==> config.mk <==
export PLATFORM = sky130hd
export DESIGN_NAME = pe16_req_scheduler
export DESIGN_NICKNAME = d
export VERILOG_FILES = /design/src/rtl/pe16_req_scheduler_pkg.sv /design/src/rtl/pe16_req_scheduler_onehot16_to_idx4.sv /design/src/rtl/pe16_req_scheduler.sv
export SDC_FILE = /design/constraint.sdc
export NUM_CORES = 1
export LEC_CHECK = 0
export BUFFER_PORTS_ARGS = -buffer_cell sky130_fd_sc_hd__buf_4
export CAP_MARGIN = 5
export CORE_MARGIN = 2
export CORE_UTILIZATION = 32
export CTS_CLUSTER_SIZE = 40
export DETAILED_ROUTE_END_ITERATION = 12
export MAX_ROUTING_LAYER = met4
export PLACE_DENSITY_LB_ADDON = 0.2
export REMOVE_ABC_BUFFERS = 1
export SYNTH_ARGS = -nofsm -noshare
export SYNTH_HDL_FRONTEND = slang
export SYNTH_SLANG_ARGS = --single-unit
==> constraint.sdc <==
create_clock -name clk -period 2.61 [get_ports clk]
set_input_delay 0.3915 -clock clk [delete_from_list [all_inputs] [get_ports clk]]
set_output_delay 0.3915 -clock clk [all_outputs]
set_load 0.02 [all_outputs]
==> src/rtl/pe16_req_scheduler_pkg.sv <==
// rtl/pe16_req_scheduler_pkg.sv - shared state encoding, widths and one-hot helper for the pe16 scheduler
package pe16_req_scheduler_pkg;

  localparam int PE_WIDTH = 16;
  localparam int PE_IDX_W = 4;

  typedef enum logic [1:0] {
    ST_IDLE    = 2'd0,
    ST_CAPTURE = 2'd1,
    ST_ISSUE   = 2'd2
  } state_t;

  // Exactly one bit set: non-zero, and clearing the lowest set bit leaves nothing.
  function automatic logic onehot_check(input logic [PE_WIDTH-1:0] v);
    return (v != '0) && ((v & (v - {{(PE_WIDTH-1){1'b0}}, 1'b1})) == '0);
  endfunction

endpackage

==> src/rtl/pe16_req_scheduler_onehot16_to_idx4.sv <==
// rtl/pe16_req_scheduler_onehot16_to_idx4.sv - 16-bit one-hot to 4-bit index with one-hot valid flag
module onehot16_to_idx4
  import pe16_req_scheduler_pkg::*;
(
  input  logic [PE_WIDTH-1:0] onehot,
  output logic [PE_IDX_W-1:0] idx,
  output logic                valid
);

  // OR of set-bit positions; only meaningful when valid is high.
  always_comb begin
    idx = '0;
    for (int i = 0; i < PE_WIDTH; i++) begin
      if (onehot[i]) idx = idx | PE_IDX_W'(i);
    end
  end

  assign valid = onehot_check(onehot);

endmodule

==> src/rtl/pe16_req_scheduler.sv <==
// rtl/pe16_req_scheduler.sv - sticky request accumulator issuing pe16b winners over valid/ready
module pe16_req_scheduler
  import pe16_req_scheduler_pkg::*;
#(
  parameter int WIDTH     = PE_WIDTH,
  parameter int IDX_W     = PE_IDX_W,
  parameter int MAX_STALL = 255
) (
  input  logic             clk,
  input  logic             rst_n,
  input  logic [WIDTH-1:0] req_in,
  output logic [WIDTH-1:0] pe_in,
  input  logic [WIDTH-1:0] pe_out,
  output logic             grant_valid,
  input  logic             grant_ready,
  output logic [IDX_W-1:0] grant_idx,
  output logic [WIDTH-1:0] grant_onehot,
  output logic [WIDTH-1:0] pending,
  output logic             busy,
  output logic             err_onehot,
  output logic             err_timeout
);

  localparam logic [7:0] STALL_LIM = 8'(MAX_STALL - 1);

  state_t             state, state_next;
  logic [7:0]         stall_cnt;
  logic [IDX_W-1:0]   enc_idx;
  logic               enc_valid;
  logic               handshake;
  logic               stall_done;
  logic [WIDTH-1:0]   pending_next;

  onehot16_to_idx4 u_enc (
    .onehot (pe_out),
    .idx    (enc_idx),
    .valid  (enc_valid)
  );

  assign grant_valid  = (state == ST_ISSUE);
  assign busy         = (state != ST_IDLE);
  assign pe_in        = pending;
  assign handshake    = grant_valid & grant_ready;
  // OR-ing req_in last lets a same-cycle re-request survive its own retirement.
  assign pending_next = (pending & ~(handshake ? grant_onehot : '0)) | req_in;
  assign stall_done   = grant_valid && !grant_ready && (stall_cnt >= STALL_LIM);

  always_ff @(posedge clk or negedge rst_n) begin
    if (!rst_n) state <= ST_IDLE;
    else        state <= state_next;
  end

  always_comb begin
    state_next = state;
    case (state)
      ST_IDLE:    if (pending != '0) state_next = ST_CAPTURE;
      ST_CAPTURE: state_next = enc_valid ? ST_ISSUE : ST_IDLE;
      ST_ISSUE: begin
        if (grant_ready)     state_next = (pending_next != '0) ? ST_CAPTURE : ST_IDLE;
        else if (stall_done) state_next = ST_IDLE;
      end
      default:    state_next = ST_IDLE;
    endcase
  end

  always_ff @(posedge clk or negedge rst_n) begin
    if (!rst_n) begin
      pending      <= '0;
      grant_onehot <= '0;
      grant_idx    <= '0;
      stall_cnt    <= '0;
      err_onehot   <= 1'b0;
      err_timeout  <= 1'b0;
    end else begin
      pending <= pending_next;
      if (state == ST_CAPTURE) begin
        grant_onehot <= pe_out;
        grant_idx    <= enc_idx;
        if (!enc_valid) err_onehot <= 1'b1;
      end
      if (stall_done) err_timeout <= 1'b1;
      // Held at zero outside ISSUE, so every offer starts its stall count fresh.
      if (state != ST_ISSUE)
        stall_cnt <= '0;
      else if (!grant_ready && stall_cnt != 8'hFF)
        stall_cnt <= stall_cnt + 8'd1;
    end
  end

endmodule

Word level (Yosys, flattened, before mapping)
Index checks and enable logic that the tools add are counted.
- register bits after elaboration: 48
- input port bits: 35
- output and inout port bits: 56
- word-level logic and storage cells: 60
- $add $sub $neg: 2
- order comparisons: 1
- eq/ne operators: 6
- mux-type cells: 24
- bitwise logic cells: 6
- reduce and logical (&&, ||, !) cells: 14
- operator list (cell ; count):
    $reduce_bool A16 Y1 ; 3
    $and A16 B16 Y16 ; 2
    $mux W4 ; 8
    $logic_not A16 Y1 ; 1
    $mux W16 ; 1
    $mux W8 ; 2
    $not A16 Y16 ; 1
    $or A16 B16 Y16 ; 1
    $sub A16 B1 Y16 const B ; 1
    $mux W2 ; 6
    $mux W3 ; 4
    $add A8 B1 Y8 const B ; 1
    $ge A8 B8 Y1 const B ; 1
    $ne A8 B8 Y1 const B ; 1
    $pmux W2 S3 ; 1
    $logic_and A1 B1 Y1 ; 4
    $ne A2 B2 Y1 const B ; 2
    $reduce_and A2 Y1 ; 2
    $reduce_bool A2 Y1 ; 2
    $ne A3 B1 Y1 const B ; 1
    $eq A2 B1 Y1 const B ; 1
    $eq A2 B2 Y1 const B ; 1
    $logic_not A2 Y1 ; 1
    $mux W1 ; 2
    3 further kinds ; 3

Logic depth before layout (Yosys ltp)
- word-level depth: 15
- gate-level depth with buffers: 7
- mapped depth without buffers: 6

Cells and area by module
From an unflattened synthesis, not the netlist that was laid out.
- cells, all modules: 223
- area, all modules: 2439.8 µm²
- modules (own cells, without submodules) (module ; instances ; cells an instance ; area each (µm²) ; sequential area each (µm²)):
    pe16_req_scheduler ; 1 ; 184 ; 2177.1 ; 1201.2
    onehot16_to_idx4 ; 1 ; 39 ; 262.8 ; 0.0

Least setup slack after synthesis
No wires, ideal clock.
- path type: input-to-reg
- start: input pe_out[6]
- end: register err_onehot
- library setup time: 0.124 ns
- arrival: 1.483 ns
- required time: 2.486 ns
- slack: 1.003 ns
- stages: 5
- path buffers: 0
- path through: maj3_2 or3_1 a21oi_1 o211ai_1 o31a_1
- word-level cells in the longest chain between the ends: 6
- elaborated cells between the ends (all ways): 7
- classes of those cells: add/sub: 1; bitwise: 2; reduce/logical: 4
- RTL lines (item ; RTL line ; source):
    start, declared ; pe16_req_scheduler.sv:13 ; input logic [WIDTH-1:0] pe_out,
    $sub A16 B1 Y16 ; pe16_req_scheduler_pkg.sv:15 ; return (v != '0) && ((v & (v - {{(PE_WIDTH-1){1'b0}}, 1'b1})) == '0);
    $and A16 B16 Y16 ; pe16_req_scheduler_pkg.sv:15 ;
    $logic_not A16 Y1 ; pe16_req_scheduler_pkg.sv:15 ;
    $logic_and A1 B1 Y1 (*) ; pe16_req_scheduler_pkg.sv:15 ;
    $not A1 Y1 (no source line) (*) ; n/a ;
    $reduce_and A2 Y1 (no source line) (*) ; n/a ;
    end signal, assigned ; pe16_req_scheduler.sv:72 ; err_onehot <= 1'b0;
    end signal, assigned ; pe16_req_scheduler.sv:79 ; if (!enc_valid) err_onehot <= 1'b1;
    end, declared ; pe16_req_scheduler.sv:20 ; output logic err_onehot,
Mark *: on every way between the ends. The rest lies on a longest branch, timed or not.
A chain may end at the register's enable or synchronous reset.

Worst setup path after layout
- start: register state[1]
- end: output grant_valid
- word-level cells in the longest chain between the ends: 1
- RTL lines (item ; RTL line ; source):
    start, declared ; pe16_req_scheduler.sv:26 ; state_t state, state_next;
    start signal, assigned ; pe16_req_scheduler.sv:50 ; else state <= state_next;
    $eq A2 B2 Y1 ; pe16_req_scheduler.sv:40 ; assign grant_valid = (state == ST_ISSUE);
    end, declared ; pe16_req_scheduler.sv:14 ; output logic grant_valid,
Every way passes these cells.

==> flow_metrics.env <==
export IMPL_yosysTopAreaCellShare_pct=48.85
export IMPL_multi_input_area_mm2=0.001064
export IMPL_cts_tree="yes"
export IMPL_ff_latch_area_mm2=0.001201
export IMPL_hp_class="in -> async"
export IMPL_start_util_pct=33.54
export IMPL_hold_violations=0
export IMPL_diodes=0
export IMPL_outcome="finished, final reports clean"
export IMPL_die_area_mm2=0.008401
export IMPL_finalNetCount=362
export IMPL_synth_area_leaders="dfrtp_1 49%, nand2_1 7.9%, nand4b_1 5.3%, a21o_1 4.9%, buf_4 4.9%"
export IMPL_grt_pass1_wl_um=10700
export IMPL_critPathLaunchType="flop"
export IMPL_syn_to_final_growth_pct=29.11
export IMPL_endpoint_kind="primary output"
export IMPL_clk_path_buf_depth=2
export IMPL_synth_cell_types=40
export IMPL_dp_worst_setup_slack_ns=0.5997
export IMPL_worstMarginPinSlew_ns=0.6677
export IMPL_io_pins=91
export IMPL_portBuffers=90
export IMPL_synth_flop_cell="dfrtp_1"
export IMPL_numCtsBuffers=5
export IMPL_viasPerCell=5.002
export IMPL_cp_max_fo=21
export IMPL_postCtsSetupRepairBufs=0
export IMPL_crit_arrival_ns=1.72
export IMPL_yosysSeqAreaShare_pct=48.85
export IMPL_vias=2126
export IMPL_htree_levels=2
export IMPL_slew_headroom_pct=55.49
export IMPL_drt_iter0_drc=134
export IMPL_leakagePower_uw=0.001381
export IMPL_setup_violations_final=0
export IMPL_async_flop_share_pct=100.0
export IMPL_rsz0062_at_grt="false"
export IMPL_fillers=717
export IMPL_postRouteAntennaNets=0
export IMPL_crit_type="reg -> out"
export IMPL_final_layout_size_suffix_gt1_share_pct=33.13
export IMPL_die_w_um=91.66
export IMPL_met3_length_um=408
export IMPL_cts_num_sinks=48
export IMPL_clock_skew_ns=0.006368
export IMPL_syn_area_per_cell_um2=9.567
export IMPL_yosys_warnings=0
export IMPL_overflow=0
export IMPL_highest_layer="met4"
export IMPL_dp_hpwl_um=4875
export IMPL_yosys_top_cells_count="52 x nand2_1, 48 x dfrtp_1, 16 x a21o_1, 16 x buf_4"
export IMPL_insertion_delay_ns=0.30
export IMPL_synth_edff_count=0
export IMPL_synthCells=257
export IMPL_cts_resized=0
export IMPL_drt_total_wl_um=6500
export IMPL_clk_pin_slew_ns=0.09
export IMPL_cts_hold_buf=0
export IMPL_fmax_ghz=0.4726
export IMPL_grt_max_degree=49
export IMPL_coreArea_mm2=0.007331
export IMPL_met1_length_um=3130
export IMPL_utilization_pct=43.30
export IMPL_wl_met2_um=2888
export IMPL_period_share_pct=81.08
export IMPL_drc=0
export IMPL_drt_pass1_iter_count=4
export IMPL_maxCapViolCount=0
export IMPL_yosysMostFrequentCell="nand2_1"
export IMPL_gp_congestion=0.8171
export IMPL_ys_seq_elements=48
export IMPL_die_h_um=91.66
export IMPL_slew_violations=0
export IMPL_post_drt_wl_per_cell_um=15.29
export IMPL_netlist_area_mm2=0.002459
export IMPL_grt_pass1_vias=2014
export IMPL_p_per_area_mw_per_mm2=466.9
export IMPL_timing_final_ws_setup_ns=0.4938
export IMPL_grt_use_total_pct=16.43
export IMPL_finalSetupTns_ns=0
export IMPL_synth_top_area_cell="dfrtp_1"
export IMPL_fin_crit_ns=2.116
export IMPL_required_ns=2.22
export IMPL_root_buffer="clkbuf_8"
export IMPL_rows=31
export IMPL_antenna_found_initial=0
export IMPL_ir_worst_vdd_v=0.0001889
[per-layer routing]
| metal | vias up | track usage, % |
|---|---|---|
| met3 | 6 | 3.451 |
| met1 | 1002 | 23.84 |
| met2 | 83 | 23.41 |
| met4 | 0 | 4.167 |
| li1 | 1035 | - |
| met5 | - | - |
[power by group]
group	switching, µW	total [µW]	internal [µW]
clock network	255	442	187
logic	131	230	99.3
registers	36.6	810	773
total	422	1480	1060
[through the flow]
stage                     cell area (µm²)  hold slack [ns]  power (µW)  cells
after floorplan                      2280          0.09591       903.3    227
after detailed placement             3087           0.4624        1058    417
after global placement               3087           0.4517        1058    417
final                                3174          0.09692        1482    425
after CTS                            3174           0.1308        1498    425
after global routing                 3174           0.1420        1562    425
[area by class of cell]
cell class	count	area share [%]
Clock inverter	3	0.5913
Tap cell	99	3.902
Clock buffer	5	2.168
Sequential cell	48	37.84
Multi-Input combinational cell	175	33.50
Timing Repair Buffer	91	21.52
Inverter	4	0.4730
[logic make-up (layout without fill, tap and decap cells)]
family | after synthesis | after routing | share of synthesized area (%)
simple gates | 124 | 124 | 26.62
mux | 2 | 2 | 1.018
buf+inv | 34 | 103 | 7.888
fa+ha+maj | 3 | 3 | 1.476
compound gates | 38 | 38 | 11.30
xor+xnor | 8 | 8 | 2.850
flops | 48 | 48 | 48.85
[sequential cells by signal (all words and copies together), names as in the netlist]
register and flops:
err_onehot 1, err_timeout 1, grant_onehot 16, state 2, grant_idx 4, pe_in 16
stall_cnt 8
[worst max-delay path, cell delays in order (launching register included)]
cell,delay (ns)
dfrtp_1,0.73
nand2b_1,0.37
inv_2,0.16
buf_4,0.16
[cell usage in the layout, fill, tap and decap left out, drive strengths merged, types with 5 or more instances in the layout]
cell,netlist,routed
buf,21,91
nand2,52,52
dfrtp,48,48
a21o,16,16
nand4b,15,15
nor2,15,15
nor4,13,13
a31oi,6,6
and3,5,5
clkbuf,9,5
o21ai,5,5
[worst paths after layout]
| path | from | endpoint | slack, ns | cells past startpoint |
|---|---|---|---|---|
| worst max-delay path | state[1]$_DFFE_PN0P_ | grant_valid | 0.49 | 3 |
| worst min-delay path | rst_n | grant_idx[2]$_DFFE_PN0P_ | 0.1 | 1 |
| worst max register to register | state[1]$_DFFE_PN0P_ | state[0]$_DFFE_PN0P_ | 0.57 | 6 |
| worst min register to register | err_timeout$_DFFE_PN0P_ | err_timeout$_DFFE_PN0P_ | 0.51 | 1 |
| max in group asynchronous | rst_n | pe_in[10]$_DFF_PN0_ | 2.10 | 1 |
| min in group clk | req_in[3] | pe_in[3]$_DFF_PN0_ | 0.28 | 2 |
No activity file was read; power rests on OpenSTA's default activity.
